$ cat src/rtl/fpu_defs_fmac.sv
// Shared FMAC datapath widths.
package fpu_defs_fmac;
  localparam int unsigned C_FMAC_MANT      = 23;
  localparam int unsigned C_FMAC_LZA_WIDTH = 3 * C_FMAC_MANT + 5;
  localparam int unsigned C_FMAC_SHAMT_W   = $clog2(C_FMAC_LZA_WIDTH);
  localparam int unsigned C_FMAC_EXP_W     = 10;
endpackage

$ cat src/rtl/fmac_lzc.sv
// Leading-zero counter built as a tree of 2:1 priority merges.
module fmac_lzc #(
  parameter int unsigned WIDTH = 74,
  parameter int unsigned CNT_W = $clog2(WIDTH + 1)
) (
  input  logic [WIDTH-1:0] in_vec,
  output logic [CNT_W-1:0] cnt,
  output logic             zero
);
  localparam int unsigned NP  = 1 << CNT_W;
  localparam int unsigned PAD = NP - WIDTH;

  // Trailing ones make an all-zero input count to exactly WIDTH.
  logic [NP-1:0]    padded;
  logic             node_v [CNT_W+1][NP];
  logic [CNT_W-1:0] node_c [CNT_W+1][NP];

  assign padded = {in_vec, {PAD{1'b1}}};

  always_comb begin
    for (int k = 0; k <= int'(CNT_W); k++) begin
      for (int j = 0; j < int'(NP); j++) begin
        node_v[k][j] = 1'b0;
        node_c[k][j] = '0;
      end
    end
    for (int j = 0; j < int'(NP); j++) begin
      node_v[0][j] = padded[NP-1-j];
    end
    // Left child is the more significant half; it wins when it holds a one.
    for (int k = 1; k <= int'(CNT_W); k++) begin
      for (int i = 0; i < int'(NP >> k); i++) begin
        node_v[k][i] = node_v[k-1][2*i] | node_v[k-1][2*i+1];
        node_c[k][i] = node_v[k-1][2*i] ? node_c[k-1][2*i]
                     : CNT_W'((1 << (k - 1)) + int'(node_c[k-1][2*i+1]));
      end
    end
  end

  assign cnt  = node_c[CNT_W][0];
  assign zero = ~|in_vec;
endmodule

$ cat src/rtl/fmac_lza_norm.sv
// FMAC LZA predict + one-step correction normaliser, two-stage valid/ready pipeline.
module fmac_lza_norm
  import fpu_defs_fmac::*;
#(
  parameter int unsigned C_WIDTH   = C_FMAC_LZA_WIDTH,
  parameter int unsigned C_EXP_W   = C_FMAC_EXP_W,
  parameter int unsigned C_SHAMT_W = C_FMAC_SHAMT_W
) (
  input  logic                 Clk_CI,
  input  logic                 Rst_RI,
  input  logic                 Flush_SI,
  input  logic                 Valid_SI,
  output logic                 Ready_SO,
  input  logic [C_WIDTH-1:0]   Sum_pos_DI,
  input  logic [C_WIDTH-1:0]   A_LZA_DI,
  input  logic [C_WIDTH-1:0]   B_LZA_DI,
  input  logic                 Sign_DI,
  input  logic [C_EXP_W-1:0]   Exp_DI,
  output logic                 Valid_SO,
  input  logic                 Ready_SI,
  output logic [C_WIDTH-1:0]   Mant_norm_DO,
  output logic [C_EXP_W-1:0]   Exp_norm_DO,
  output logic [C_SHAMT_W-1:0] Shamt_DO,
  output logic                 Sign_DO,
  output logic                 Zero_SO,
  output logic                 Lza_miss_SO
);
  localparam int unsigned P_W = $clog2(C_WIDTH + 1);

  logic [C_WIDTH-1:0]   lza_or;
  logic [P_W-1:0]       p;
  logic                 or_zero;
  logic [C_SHAMT_W-1:0] s1;
  logic                 clear, load1, load2;
  logic                 v1, v2;
  logic [C_WIDTH-1:0]   m1, m2, m2_nxt;
  logic [C_SHAMT_W-1:0] sh1, sh2, sh2_nxt;
  logic [C_EXP_W-1:0]   e1, e2, e2_nxt;
  logic                 sg1, sg2, z1, z2, miss2, miss2_nxt, corr;

  assign lza_or = A_LZA_DI | B_LZA_DI;

  fmac_lzc #(.WIDTH(C_WIDTH), .CNT_W(P_W)) u_lzc (
    .in_vec(lza_or),
    .cnt   (p),
    .zero  (or_zero)
  );

  // Pre-shift one less than the prediction so the correction only ever shifts left.
  always_comb begin
    s1 = '0;
    if (or_zero)        s1 = C_SHAMT_W'(C_WIDTH - 1);
    else if (p != '0)   s1 = C_SHAMT_W'(p - 1'b1);
  end

  assign clear    = Rst_RI | Flush_SI;
  assign load2    = ~v2 | Ready_SI;
  assign load1    = ~v1 | load2;
  assign Ready_SO = ~clear & load1;

  always_ff @(posedge Clk_CI) begin
    if (clear) begin
      v1 <= 1'b0;
      v2 <= 1'b0;
    end else begin
      if (load1) v1 <= Valid_SI;
      if (load2) v2 <= v1;
    end
  end

  always_comb begin
    corr      = ~m1[C_WIDTH-1] & ~z1;
    m2_nxt    = z1 ? '0 : (corr ? (m1 << 1) : m1);
    sh2_nxt   = z1 ? '0 : sh1 + C_SHAMT_W'(corr);
    e2_nxt    = e1 - C_EXP_W'(sh2_nxt);
    miss2_nxt = ~z1 & ~m2_nxt[C_WIDTH-1];
  end

  // Payload registers only move on advance; no reset needed.
  always_ff @(posedge Clk_CI) begin
    if (load1 && Valid_SI && !clear) begin
      m1  <= Sum_pos_DI << s1;
      sh1 <= s1;
      e1  <= Exp_DI;
      sg1 <= Sign_DI;
      z1  <= ~|Sum_pos_DI;
    end
    if (load2 && v1 && !clear) begin
      m2    <= m2_nxt;
      sh2   <= sh2_nxt;
      e2    <= e2_nxt;
      sg2   <= sg1;
      z2    <= z1;
      miss2 <= miss2_nxt;
    end
  end

  // Data outputs read as zero whenever no beat is presented.
  assign Valid_SO     = v2;
  assign Mant_norm_DO = v2 ? m2 : '0;
  assign Shamt_DO     = v2 ? sh2 : '0;
  assign Exp_norm_DO  = v2 ? e2 : '0;
  assign Sign_DO      = v2 & sg2;
  assign Zero_SO      = v2 & z2;
  assign Lza_miss_SO  = v2 & miss2;
endmodule

$ cat config.mk
export PLATFORM = sky130hd
export DESIGN_NAME = fmac_lza_norm
export DESIGN_NICKNAME = d
export VERILOG_FILES = /design/src/rtl/fpu_defs_fmac.sv /design/src/rtl/fmac_lzc.sv /design/src/rtl/fmac_lza_norm.sv
export SDC_FILE = /design/constraint.sdc
export NUM_CORES = 1
export LEC_CHECK = 0
export ABC_AREA = 1
export BUFFER_PORTS_ARGS = -buffer_cell sky130_fd_sc_hd__clkbuf_2
export CORE_MARGIN = 2
export CORE_UTILIZATION = 60
export CTS_CLUSTER_DIAMETER = 40
export CTS_CLUSTER_SIZE = 30
export DETAILED_ROUTE_END_ITERATION = 10
export GPL_TIMING_DRIVEN = 0
export PLACE_DENSITY_LB_ADDON = 0.08
export REMOVE_ABC_BUFFERS = 1
export SLEW_MARGIN = 20
export SYNTH_ARGS = -nofsm -noshare
export SYNTH_HDL_FRONTEND = slang
export SYNTH_SLANG_ARGS = --single-unit
$ cat constraint.sdc
create_clock -name Clk_CI -period 13.6 [get_ports Clk_CI]
set_input_delay 0.68 -clock Clk_CI [delete_from_list [all_inputs] [get_ports Clk_CI]]
set_output_delay 0.68 -clock Clk_CI [all_outputs]
set_load 0.1 [all_outputs]
==> results.py <==
metrics = {
    "drt": {
        "first_pass_iters": 8,
        "num_vias": 15500,
        "drcViolationCount": 0,
        "wl_mm": 44.7,
        "ant_nets": 0,
        "routed_via_density": 5.81,
        "avgRoutedWirePerCell_um": 16.8,
        "drt_iter0_markers": 2116,
    },
    "worst_hold_path": {
        "holdPathStages": 1,
        "hold_start": "Exp_DI[4]",
        "hold_end": "e1[4]",
        "holdCritPathClass": "input port to flip-flop",
    },
    "global_routing": {
        "grt_max_degree": 83,
        "grt_use_total_pct": 34.5,
        "antenna_found_initial": 1,
        "grt_pass1_wl_mm": 71.2,
        "overflow": 0,
        "grt_pass1_vias": 14000,
    },
    "synth": {
        "synth_area_per_cell_um2": 7.02,
        "synth_commonest_cells": "nand3_1 (556), nand2_1 (501), inv_1 (266)",
        "synthTopCellsByArea": "edfxtp_1 (38%), nand3_1 (19%), nand2_1 (13%)",
        "synthFlopType": "edfxtp_1",
        "synth_mux_area_share_pct": 0,
        "synth-adder-area-share_pct": 0.993,
        "synth_compound_area_share_pct": 7.24,
        "synthCells": 2082,
        "yosysTopAreaCellShare_pct": 38.4,
        "yosysWarnings": 0,
        "synth_top_family_by_area": "simple AND/OR/NAND/NOR gates",
        "synth-simple-area-share_pct": 40.5,
        "yosysSeqAreaShare_pct": 38.7,
        "synth_xor_area_share_pct": 0.599,
        "synth_top_area_cell": "edfxtp_1",
        "yosysMostFrequentCell": "nand3_1",
        "synth_cell_types": 47,
        "synth_seq_cells": 189,
        "syn-cell-area_um2": 14600,
        "synth-edff-count": 187,
        "async_flop_share_pct": 0,
    },
    "sta": {
        "rsz0062_at_grt": "no",
        "period_share_pct": 39.6,
        "worstMarginPinSlew_ns": 1.03,
        "slew_headroom_pct": 31.5,
        "finalMaxSlewViolations": 0,
        "tns_ns": 0,
        "setup_viol": 0,
        "fin_skew_ns": 0.0119,
        "hold_viol_final": 0,
        "max_freq_mhz": 186,
        "fin_crit_ns": 5.39,
    },
    "critical_path": {
        "max_stage_delay_ns": 0.58,
        "crit_chain": "clkbuf_2 > nor2_1 > nand2_1 > nor2_1 > nand2_2 > nor2_4 > nand2_2 > nor2_4 > nand2_1 > o211ai_1 > nor2_1 > nand2_4 > buf_16 > ha_1 > nand4_4 > nand2_1 > nor2_4 > buf_12 > inv_4 > nand3_1 > nand3_1 > nand3_1 > o21ai_0 > o21ai_1",
        "worstPathMaxFanout": 76,
        "critPathSlowestCell": "inv_4",
        "crit_type": "input port to flip-flop",
        "end_kind": "flip-flop",
        "r2r_slack_ns": 10.19,
        "critPathLaunchType": "input port",
        "required_ns": 13.76,
        "r2r_end": "e2[9]",
        "reg2reg_from": "z1",
        "ff2ff_path_depth": 18,
        "worstPathArrival_ns": 5.55,
    },
    "floorplan": {
        "initial_core_util_pct": 60.6,
        "die-area_um2": 25600,
        "fp.dieW_um": 160,
        "io_pins": 334,
        "rows": 57,
        "core_area_um2": 24100,
        "dieHeight_um": 160,
    },
    "clock_network": {
        "cts_setup_buffers": 0,
        "cts_hold_buf": 0,
        "worstSkewPairLatency_ns": 0.43,
        "cts_root_buf": "clkbuf_16",
        "cts_sinks": 189,
        "htreeDepth": 4,
        "cts_buffers": 17,
        "tritoncts": "done",
        "path_clk_slew_ns": 0.08,
        "cts_repair_resize_count": 0,
        "clk_path_buf_depth": 2,
    },
    "cells_and_area": {
        "final_nets": 2577,
        "areaGrowthSynthToFinish_pct": 16.7,
        "layout-drive-gt1-share_pct": 19.4,
        "diodes": 0,
        "post-route-util_pct": 70.7,
        "fill_cells": 2012,
        "instances_no_fill": 2665,
    },
    "run": {
        "maxCapViolCount": 0,
    },
    "pwr": {
        "vdd_drop_max_mv": 0.0885,
        "swShare_pct": 35.5,
        "powerDensity_nw_per_um2": 99.0,
        "p_clk_share_pct": 30.2,
        "p_leak_uw": 0.00865,
        "combPwrFrac_pct": 29.7,
        "power_switching_uw": 599,
        "seqPwrFrac_pct": 40.2,
        "p_int_uw": 1090,
    },
    "placed_design": {
        "gp_congestion": 0.998,
        "post-place-cells": 2633,
        "port_buffers": 333,
        "hpwl_mm": 33.3,
    },
    "outcome": {
        "status": "finished, final reports clean",
    },
}
## routing by layer
layer  up-vias  track usage (%)  share of wire (%)
li1       7507                -                  -
met4         2             9.25                2.5
met5         -                0              0.029
met2       846             56.1                 47
met1      7050             48.4                 41
met3        89             5.19                9.4
## flip-flops by register name (all words and copies together) (netlist names)
name      count
Valid_SO      1
e1           10
e2           10
m1           74
m2           74
miss2         1
sg1           1
sg2           1
sh1           7
sh2           7
v1            1
z1            1
z2            1
## cell type report
| cell class | count | area, µm² | share of cell area (%) |
|---|---|---|---|
| Inverter | 273 | 1040 | 6.08 |
| Sequential cell | 189 | 5660 | 33.2 |
| Timing Repair Buffer | 349 | 2050 | 12.1 |
| Tap cell | 324 | 405 | 2.38 |
| Multi-Input combinational cell | 1498 | 7270 | 42.6 |
| Clock inverter | 15 | 201 | 1.18 |
| Clock buffer | 17 | 425 | 2.50 |
## how the worst max path moves through the flow
stage                     cells past startpoint      to    startpoint
final                                        24  m1[49]  B_LZA_DI[29]
after global routing                         24  m1[49]  B_LZA_DI[61]
after CTS                                    24  m1[49]  B_LZA_DI[29]
after detailed placement                     24  m1[49]  B_LZA_DI[29]
after global placement                       21  m1[49]  B_LZA_DI[29]
after floorplan                              21  m1[48]  B_LZA_DI[40]
## cells in the final DEF, fill, tap and decap left out, types with 6 or more instances in the layout
cell type  synthesis  routed
ha_1              10      10
buf_12             1       7
o211ai_1           6       6
a31oi_1            8       8
o21ai_0           29      29
nand3_1          556     556
clkbuf_2           0     333
nand4_1            9       9
nand2_4            3       6
nor2_4             5       9
a21oi_1           20      20
nand2_2           17      17
nand3b_1           7       7
edfxtp_1         187     187
o21ai_1           36      36
o22ai_1           72      72
nand3_2            7       7
nor2_2            20      19
clkbuf_16          0      17
xor2_1             9       9
nor4_1            16      16
nor2_1           145     142
nand2_1          501     498
clkinv_8           0       6
buf_16             0       9
inv_1            266     266
## critical path, delay by kind of cell
family,cells,cell delay [ns]
AND/OR/NAND/NOR,16,2.88
buffers and inverters,4,1.12
adder cells (fa/ha/maj),1,0.32
AO/OA/AOI/OAI,3,0.46
## power by group through the flow
stage	clock network, µW	registers [µW]	logic [µW]
floorplan	0	692	309
global placement	0	694	465
detailed placement	0	690	482
CTS	512	678	486
global route	531	679	545
finish	510	678	500
## metrics by stage
step                hold slack [ns]  setup slack [ns]  cell area, µm²  power [µW]
floorplan                     0.400              4.62           13900        1000
global placement              0.401             0.323           16000        1160
detailed placement            0.457              7.87           16400        1170
CTS                           0.405              8.32           17000        1680
global route                  0.404              7.83           17000        1760
finish                        0.416              8.21           17000        1690
## cell families (layout without fill, tap and decap cells)
kind of cell | Yosys count | after routing
flops | 189 | 189
fa+ha+maj | 11 | 11
compound gates | 182 | 182
simple gates | 1295 | 1295
xor+xnor | 10 | 10
buf+inv | 395 | 654
Note: power is estimated with default switching activity, not from simulation.
